===== config.mk =====
export PLATFORM = sky130hd
export DESIGN_NAME = avalon_reg_master
export DESIGN_NICKNAME = d
export VERILOG_FILES = /design/src/rtl/avalon_reg_master_pkg.sv /design/src/rtl/av_timeout_counter.sv /design/src/rtl/avalon_reg_master.sv
export SDC_FILE = /design/constraint.sdc
export NUM_CORES = 1
export LEC_CHECK = 0
export ABC_AREA = 1
export CAP_MARGIN = 25
export CORE_UTILIZATION = 41
export DETAILED_ROUTE_END_ITERATION = 10
export HOLD_SLACK_MARGIN = 0.02
export PLACE_DENSITY = 0.77
export SLEW_MARGIN = 25
export SYNTH_ARGS = -nofsm -noshare
export SYNTH_HDL_FRONTEND = slang
export SYNTH_SLANG_ARGS = --single-unit

===== constraint.sdc =====
create_clock -name clk -period 2.6 [get_ports clk]
set_input_delay 0.52 -clock clk [delete_from_list [all_inputs] [get_ports clk]]
set_output_delay 0.52 -clock clk [all_outputs]
set_load 0.05 [all_outputs]

===== src/rtl/avalon_reg_master_pkg.sv =====
// avalon_reg_master_pkg
// Shared types and constants for the register-driven Avalon-MM master.
//   state_e     : master FSM state (idle, write in flight, read in flight)
//   ST_*        : bit positions inside the 4-bit status word
package avalon_reg_master_pkg;

  typedef enum logic [1:0] {
    StIdle  = 2'd0,
    StWrite = 2'd1,
    StRead  = 2'd2
  } state_e;

  localparam int unsigned ST_BUSY     = 0;
  localparam int unsigned ST_RD_VALID = 1;
  localparam int unsigned ST_OVERRUN  = 2;
  localparam int unsigned ST_TIMEOUT  = 3;

endpackage


===== src/rtl/av_timeout_counter.sv =====
// av_timeout_counter
// Counts consecutive stalled cycles and flags the cycle in which the LIMIT-th
// consecutive stall is seen, so the owner can abort on the following edge.
// Ports:
//   clk      : clock
//   reset    : asynchronous active-high reset
//   clear    : restart the count (no stall this cycle / new transaction)
//   count_en : a stalled cycle is in progress
//   expired  : combinational; high during the LIMIT-th consecutive stall cycle
module av_timeout_counter #(
  parameter int unsigned LIMIT = 1024
) (
  input  logic clk,
  input  logic reset,
  input  logic clear,
  input  logic count_en,
  output logic expired
);

  localparam int unsigned CntW = (LIMIT > 1) ? $clog2(LIMIT + 1) : 1;

  logic [CntW-1:0] count_q, count_d;

  // count_q holds the number of stall cycles already completed
  assign expired = count_en && (count_q == CntW'(LIMIT - 1));

  always_comb begin
    count_d = count_q;
    if (clear || expired) begin
      count_d = '0;
    end else if (count_en) begin
      count_d = count_q + CntW'(1);
    end
  end

  always_ff @(posedge clk or posedge reset) begin
    if (reset) begin
      count_q <= '0;
    end else begin
      count_q <= count_d;
    end
  end

endmodule


===== src/rtl/avalon_reg_master.sv =====
// avalon_reg_master
// Register-driven Avalon-MM master: the MCU loads address/control/write data
// and starts single reads or writes; busy stalls the MCU while the slave holds
// waitrequest. Optional waitrequest timeout when AV_MASTER_TIMEOUT_EN is defined.
// Ports:
//   clk, reset                 : clock, asynchronous active-high reset
//   addr_load/addr_in          : load the address register
//   ctrl_load/ctrl_in          : load control (bit0 = auto-increment enable)
//   wdata_load/wdata_in        : load write data and start a write
//   rd_start                   : start a read at the current address
//   status_clear               : clear sticky timeout/overrun/rd_valid
//   rdata                      : last captured read data
//   status                     : {timeout, overrun, rd_valid, busy}
//   busy                       : MCU stall (strobe high and waitrequest high)
//   av_*                       : Avalon-MM master port
module avalon_reg_master
  import avalon_reg_master_pkg::*;
#(
  parameter int unsigned ADDR_WIDTH     = 16,
  parameter int unsigned DATA_WIDTH     = 16,
  parameter int unsigned ADDR_STRIDE    = 1,
  parameter int unsigned TIMEOUT_CYCLES = 1024
) (
  input  logic                  clk,
  input  logic                  reset,
  input  logic                  addr_load,
  input  logic [ADDR_WIDTH-1:0] addr_in,
  input  logic                  ctrl_load,
  input  logic                  ctrl_in,
  input  logic                  wdata_load,
  input  logic [DATA_WIDTH-1:0] wdata_in,
  input  logic                  rd_start,
  input  logic                  status_clear,
  output logic [DATA_WIDTH-1:0] rdata,
  output logic [3:0]            status,
  output logic                  busy,
  output logic [ADDR_WIDTH-1:0] av_address,
  output logic [DATA_WIDTH-1:0] av_writedata,
  output logic                  av_write,
  output logic                  av_read,
  input  logic [DATA_WIDTH-1:0] av_readdata,
  input  logic                  av_waitrequest
);

  localparam logic [ADDR_WIDTH-1:0] AddrStep = ADDR_WIDTH'(ADDR_STRIDE);

  state_e                state_q, state_d;
  logic [ADDR_WIDTH-1:0] addr_q, addr_d;
  logic [DATA_WIDTH-1:0] wdata_q, wdata_d;
  logic [DATA_WIDTH-1:0] rdata_q, rdata_d;
  logic                  ctrl_q, ctrl_d;
  logic                  rd_valid_q, rd_valid_d;
  logic                  overrun_q, overrun_d;
  logic                  timeout_q, timeout_d;

  logic strobe, complete, accept, cmd_any, start_wr, start_rd, abort;
  logic rd_set, overrun_set;

  assign av_write     = (state_q == StWrite);
  assign av_read      = (state_q == StRead);
  assign av_address   = addr_q;
  assign av_writedata = wdata_q;
  assign rdata        = rdata_q;

  assign strobe   = av_write | av_read;
  assign busy     = strobe & av_waitrequest;
  assign complete = strobe & ~av_waitrequest;
  // A completion cycle is not busy, so a new command chains with no idle cycle
  assign accept   = ~busy;
  assign cmd_any  = addr_load | ctrl_load | wdata_load | rd_start;
  assign start_wr = accept & wdata_load;
  assign start_rd = accept & rd_start & ~wdata_load;

`ifdef AV_MASTER_TIMEOUT_EN
  av_timeout_counter #(
    .LIMIT(TIMEOUT_CYCLES)
  ) u_timeout (
    .clk     (clk),
    .reset   (reset),
    .clear   (~busy),
    .count_en(busy),
    .expired (abort)
  );
`else
  assign abort = 1'b0;
  logic unused_timeout_cfg;
  assign unused_timeout_cfg = ^TIMEOUT_CYCLES;
`endif

  always_comb begin
    status              = '0;
    status[ST_BUSY]     = busy;
    status[ST_RD_VALID] = rd_valid_q;
    status[ST_OVERRUN]  = overrun_q;
    status[ST_TIMEOUT]  = timeout_q;
  end

  always_comb begin
    state_d     = state_q;
    addr_d      = addr_q;
    wdata_d     = wdata_q;
    rdata_d     = rdata_q;
    ctrl_d      = ctrl_q;
    rd_valid_d  = rd_valid_q;
    overrun_d   = overrun_q;
    timeout_d   = timeout_q;
    rd_set      = complete && (state_q == StRead);
    overrun_set = (busy && cmd_any) || (accept && wdata_load && rd_start);

    if (complete || abort) begin
      state_d = StIdle;
    end
    if (start_wr) begin
      state_d = StWrite;
      wdata_d = wdata_in;
    end else if (start_rd) begin
      state_d = StRead;
    end

    // Increment uses the control value in force before this edge
    if (complete && ctrl_q) begin
      addr_d = addr_q + AddrStep;
    end
    if (accept && addr_load) begin
      addr_d = addr_in;
    end
    if (accept && ctrl_load) begin
      ctrl_d = ctrl_in;
    end

    if (rd_set) begin
      rdata_d = av_readdata;
    end else if (abort && (state_q == StRead)) begin
      rdata_d = '1;
    end

    if (rd_set) begin
      rd_valid_d = 1'b1;
    end else if (start_rd || status_clear) begin
      rd_valid_d = 1'b0;
    end

    if (overrun_set) begin
      overrun_d = 1'b1;
    end else if (status_clear) begin
      overrun_d = 1'b0;
    end

    if (abort) begin
      timeout_d = 1'b1;
    end else if (status_clear) begin
      timeout_d = 1'b0;
    end
  end

  always_ff @(posedge clk or posedge reset) begin
    if (reset) begin
      state_q    <= StIdle;
      addr_q     <= '0;
      wdata_q    <= '0;
      rdata_q    <= '0;
      ctrl_q     <= 1'b0;
      rd_valid_q <= 1'b0;
      overrun_q  <= 1'b0;
      timeout_q  <= 1'b0;
    end else begin
      state_q    <= state_d;
      addr_q     <= addr_d;
      wdata_q    <= wdata_d;
      rdata_q    <= rdata_d;
      ctrl_q     <= ctrl_d;
      rd_valid_q <= rd_valid_d;
      overrun_q  <= overrun_d;
      timeout_q  <= timeout_d;
    end
  end

endmodule


=== Yosys cells after proc, flatten, opt, wreduce, memory -nomap -nowiden ===
Index checks and enable logic that the tools add are counted.

* Add/sub/neg operators: 1
* Equality and inequality tests: 2
* Multiplexer cells: 9
* Bitwise operators: 12
* Reductions and logical operators: 13

{| class="wikitable"
|+ Operator list
! cell !! number
|-
| two-way mux 16 bit || 2
|-
| adder 16 x 1 -> 16 bit (second input constant) || 1
|-
| logical AND 1 bit || 7
|-
| two-way mux 2 bit || 3
|-
| nonzero test 2 bit || 3
|-
| AND 1 bit || 5
|-
| two-way mux 1 bit || 4
|-
| bitwise OR 1 bit || 4
|-
| inverter 1 bit || 3
|-
| nonzero test 3 bit || 1
|-
| equality test 2 x 1 -> 1 bit (second input constant) || 1
|-
| equality test 2 bit (second input constant) || 1
|-
| logical OR 1 bit || 2
|}

* Flip-flop bits (word level): 53
* Bits of input ports: 57
* Output and inout port bits: 55

=== Logic depth before layout (Yosys ltp) ===
* Depth after elaboration: 9
* Mapped depth: 11
* Gate-level depth less buffers: 10

=== Least setup slack after synthesis ===
OpenSTA, ideal clock, no wires.

* Path kind: register to output
* From: register state_q[0]
* To: output status[0]
* Arrival: 1.367 ns
* Setup slack: 0.713 ns
* Cell stages (with the launch flop): 5
* Path buffers: 1
* Path through: dfrtp_1 > inv_1 > ha_1 > nor2_4 > buf_4

* Cells in the longest elaborated chain, start to end: 3

{| class="wikitable"
|+ Ends and longest elaborated chain
! element !! RTL line !! source
|-
| from (decl) || avalon_reg_master.sv:47 || <nowiki>state_e state_q, state_d;</nowiki>
|-
| from (signal assigned) || avalon_reg_master.sv:158 || <nowiki>state_q <= StIdle;</nowiki>
|-
| from (signal assigned) || avalon_reg_master.sv:167 || <nowiki>state_q <= state_d;</nowiki>
|-
| equality test 2 x 1 -> 1 bit or equality test 2 bit (tied branches) || - ||
|-
| bitwise OR 1 bit (*) || avalon_reg_master.sv:65 || <nowiki>assign strobe = av_write | av_read;</nowiki>
|-
| AND 1 bit (*) || avalon_reg_master.sv:66 || <nowiki>assign busy = strobe & av_waitrequest;</nowiki>
|-
| to (decl) || avalon_reg_master.sv:35 || <nowiki>output logic [3:0] status,</nowiki>
|}

Every way passes the cells marked *; elsewhere a longest branch is shown, timed or not.

=== Worst setup path in the final report ===
* From: register state_q[0]
* To: output av_read

* Cells in the longest elaborated chain, start to end: 1

{| class="wikitable"
|+ Ends and longest elaborated chain
! element !! RTL line !! source
|-
| equality test 2 bit || - ||
|-
| to (decl) || avalon_reg_master.sv:40 || <nowiki>output logic av_read,</nowiki>
|}

No other way between the ends.

==> metrics.md <==
| Metric | Value |
|---|---|
| Final Critical Period | approximately 2.3 ns |
| Routed wire length | 6570 um |
| FMAX | between 0.4 and 0.5 GHz |
| GPL Wtd Cong | between 0.8 and 0.9 |
| Internal power | about 2.6 mW |
| Final setup TNS | 0 ns |
| Num ports | 112 |
| Max VDD drop | approximately 0.00090 V |
| Rows | 29 |
| Port bufs | 110 |
| Skew-Pair Late Insertion Delay | around 0.30 ns |
| Synth async-reset ratio | 100% |
| Initial DRT Pass Iterations | 5 |
| Number of synthesized register bits | between 50 and 60 |
| Reg clk slew, reported paths | approximately 0.090 ns |
| Final Hold Fails | 0 |
| Die ar. | ~0.0068 sq mm |
| DR iter-0 viols | roughly 160 |
| Leakage | between 1.5 and 2 nW |
| CTS sink count | 53 |
| Synth top cells by count | nand2_1, dfrtp_1, inv_1 |
| Cell with the most instances after synthesis | nand2_1 |
| Initial Util | between 40% and 50% |
| CTS max path bufs | 2 |
| Grt total ovfl | 0 |
| Clock network power share | 8.5% |
| Mapped Cells | 318 |
| Crit-path cells | inv_1 -> ha_1 -> clkdlybuf4s50_1 |
| CTS tree | done |
| Ranking of synthesized cells by area | dfrtp_1, nand2_1, mux2_2 |
| Vias in the first global route | around 2400 |
| Part of the cycle the worst path needs | about nine tenths |
| Critical path class | reg -> out |
| All-Layer GR Usage | 20.6% |
| Final Cell Area | 0.00390 sq mm |
| Flop pwr share | roughly 28% |
| Worst rel slew slack | 54.2% |
| First-pass GRT wire length | ~11000 um |
| Worst Skew | slightly above 0.003 ns |
| PostCTS Resize Cnt | 0 |
| Post-synth top area share | between 40% and 50% |
| Arr. time, crit path | 1.78 ns |
| Max-slew violations | 0 |
| Synthesis Warnings | 0 |
| Crit end category | primary output |
| Gate power share | 63.3% |
| Worst slack, placed | approximately 0.43 ns |
| Root Driver | clkbuf_8 |
| Die width | around 83 um |
| Core area | between 0.006 and 0.007 sq mm |
| Max-cap violations | 0 |
| RSZ-0062 raised after global routing | false |
| P per Cell Area | about 1400 mW/mm^2 |
| Hold_buf cts | 0 |
| WL/cell | 13.0 um |
| Setup ws final | 0.302 ns |
| CP Max Fanout | 2 |
| Antenna violations before repair | 0 |
| Sw Pwr | roughly 2.8 mW |
| Hold slack | approximately 0.5 ns |
| Distinct cells, synth | 27 |
| Switching part of the total | 52.6% |
| Sequential share of the synthesized area | 49.7% |
| Status | complete, no violations |
| Number of inserted diodes | 0 |
| Layout area overhead | 46.0% |
| Crit path largest cell delay | 0.82 ns |
| Hold Crit Class | reg -> reg |
| Largest net degree at the start of global routing | 54 |
| Final setup viols | 0 |
| Req. time, crit path | 2.08 ns |
| Post-CTS Setup Bufs | 0 |
| Via density | a little under 5 |
| Syn Nets | about 380 |
| Die height | 82.7 um |
| Post-Syn Area | about 0.0027 sq mm |
| Nets | roughly 490 |
| CP Launch Type | flop |
| Syn Area/Cell | between 8 and 9 sq um |
| DR vias | approximately 2500 |
| Drc violations | 0 |
| Post-detailed-route count of antenna-violating nets | 0 |
| Number of synthesized flops with an enable pin | 0 |
| Share of layout cells above drive strength 1 | around 8.4% |
| Slowest cell on crit path | clkdlybuf4s50_1 |
| Worst-margin pin slew | just under 0.7 ns |
| Cell type with the highest aggregate area in the netlist | dfrtp_1 |
| DP Area | ~0.0038 sq mm |
| Placed wire-length estimate | approximately 4800 um |
| Max H-tree Level | 2 |
| TritonCTS Buffers | 5 |
| Main synth FF type | dfrtp_1 |
state kept, by name, indices dropped and copies added, names as in the netlist:
name,count
av_address,16
av_writedata,16
rdata,16
state_q,2
ctrl_q,1
overrun_q,1
rd_valid_q,1
routing by layer:
| metal | up-vias | share of wire [%] | track usage [%] |
|---|---|---|---|
| met5 | - | 0 | 0 |
| met4 | 0 | 1.5 | 6.21 |
| met3 | 10 | 7.8 | 6.15 |
| met2 | 84 | 50 | 35.1 |
| met1 | 1145 | 41 | 25.0 |
| li1 | 1224 | - | - |
final cells by class:
class | instances | area [sq um]
clock buffer | 8 | 80.1
fill | 572 | 2420
inverter | 40 | 155
multi-input combinational | 214 | 1100
sequential | 53 | 1330
tap | 77 | 96.3
timing repair buffer | 112 | 1140
critical path, delay by kind of cell (launching register included):
family | cells | cell delay (ns)
buffers and inverters | 2 | 0.90
flip-flops | 1 | 0.40
adder cells (fa/ha/maj) | 1 | 0.18
kinds of logic after synthesis:
kind of cell / synth area share (%)
muxes: 6.75
other: 0.141
AOI/OAI and AO/OA: 8.20
adders and majority gates: 1.41
DFF: 49.7
and+or+nand+nor: 24.8
buffers and inverters: 9.00
cells in the final DEF (no fill, tap or decap), types with 3 or more instances in the layout:
cell             instances
nor2_1                  18
o21ai_0                 20
nand4_1                  4
mux2_2                  16
clkbuf_1                 3
nand2_1                110
o31ai_1                  4
a21oi_1                  6
nand3_1                 17
clkbuf_8                 5
dfrtp_1                 53
a211oi_1                 3
ha_1                     3
clkdlybuf4s50_1        108
inv_1                   35
inv_2                    3
stage by stage:
stage               std cells  total power, mW  util [%]
global route              504             5.73      61.7
detailed placement        496             4.95      60.4
finish                    504             5.38      61.7
floorplan                 318             3.84         -
CTS                       504             5.42      61.7
global placement          496             4.88      60.4
path summary, 6_finish.rpt:
check,from,to,slack (ns),cells after the start
max in group asynchronous,reset,av_writedata[7],1.43,3
setup / recovery,state_q[0],av_read,0.30,3
hold reg to reg,av_writedata[9],av_writedata[9],0.49,2
setup reg to reg,state_q[0],av_address[11],0.73,9
hold / removal,av_writedata[9],av_writedata[9],0.49,2
min in group asynchronous,reset,rdata[4],0.72,3
power by group through the flow:
stage | clock (mW) | sequential, mW | combinational, mW
after floorplan | 0 | 2.69 | 1.15
after global placement | 0 | 1.52 | 3.37
after detailed placement | 0 | 1.53 | 3.42
after CTS | 0.470 | 1.52 | 3.43
after global routing | 0.503 | 1.58 | 3.65
final | 0.455 | 1.52 | 3.41
No activity file was read; power rests on OpenSTA's default activity.
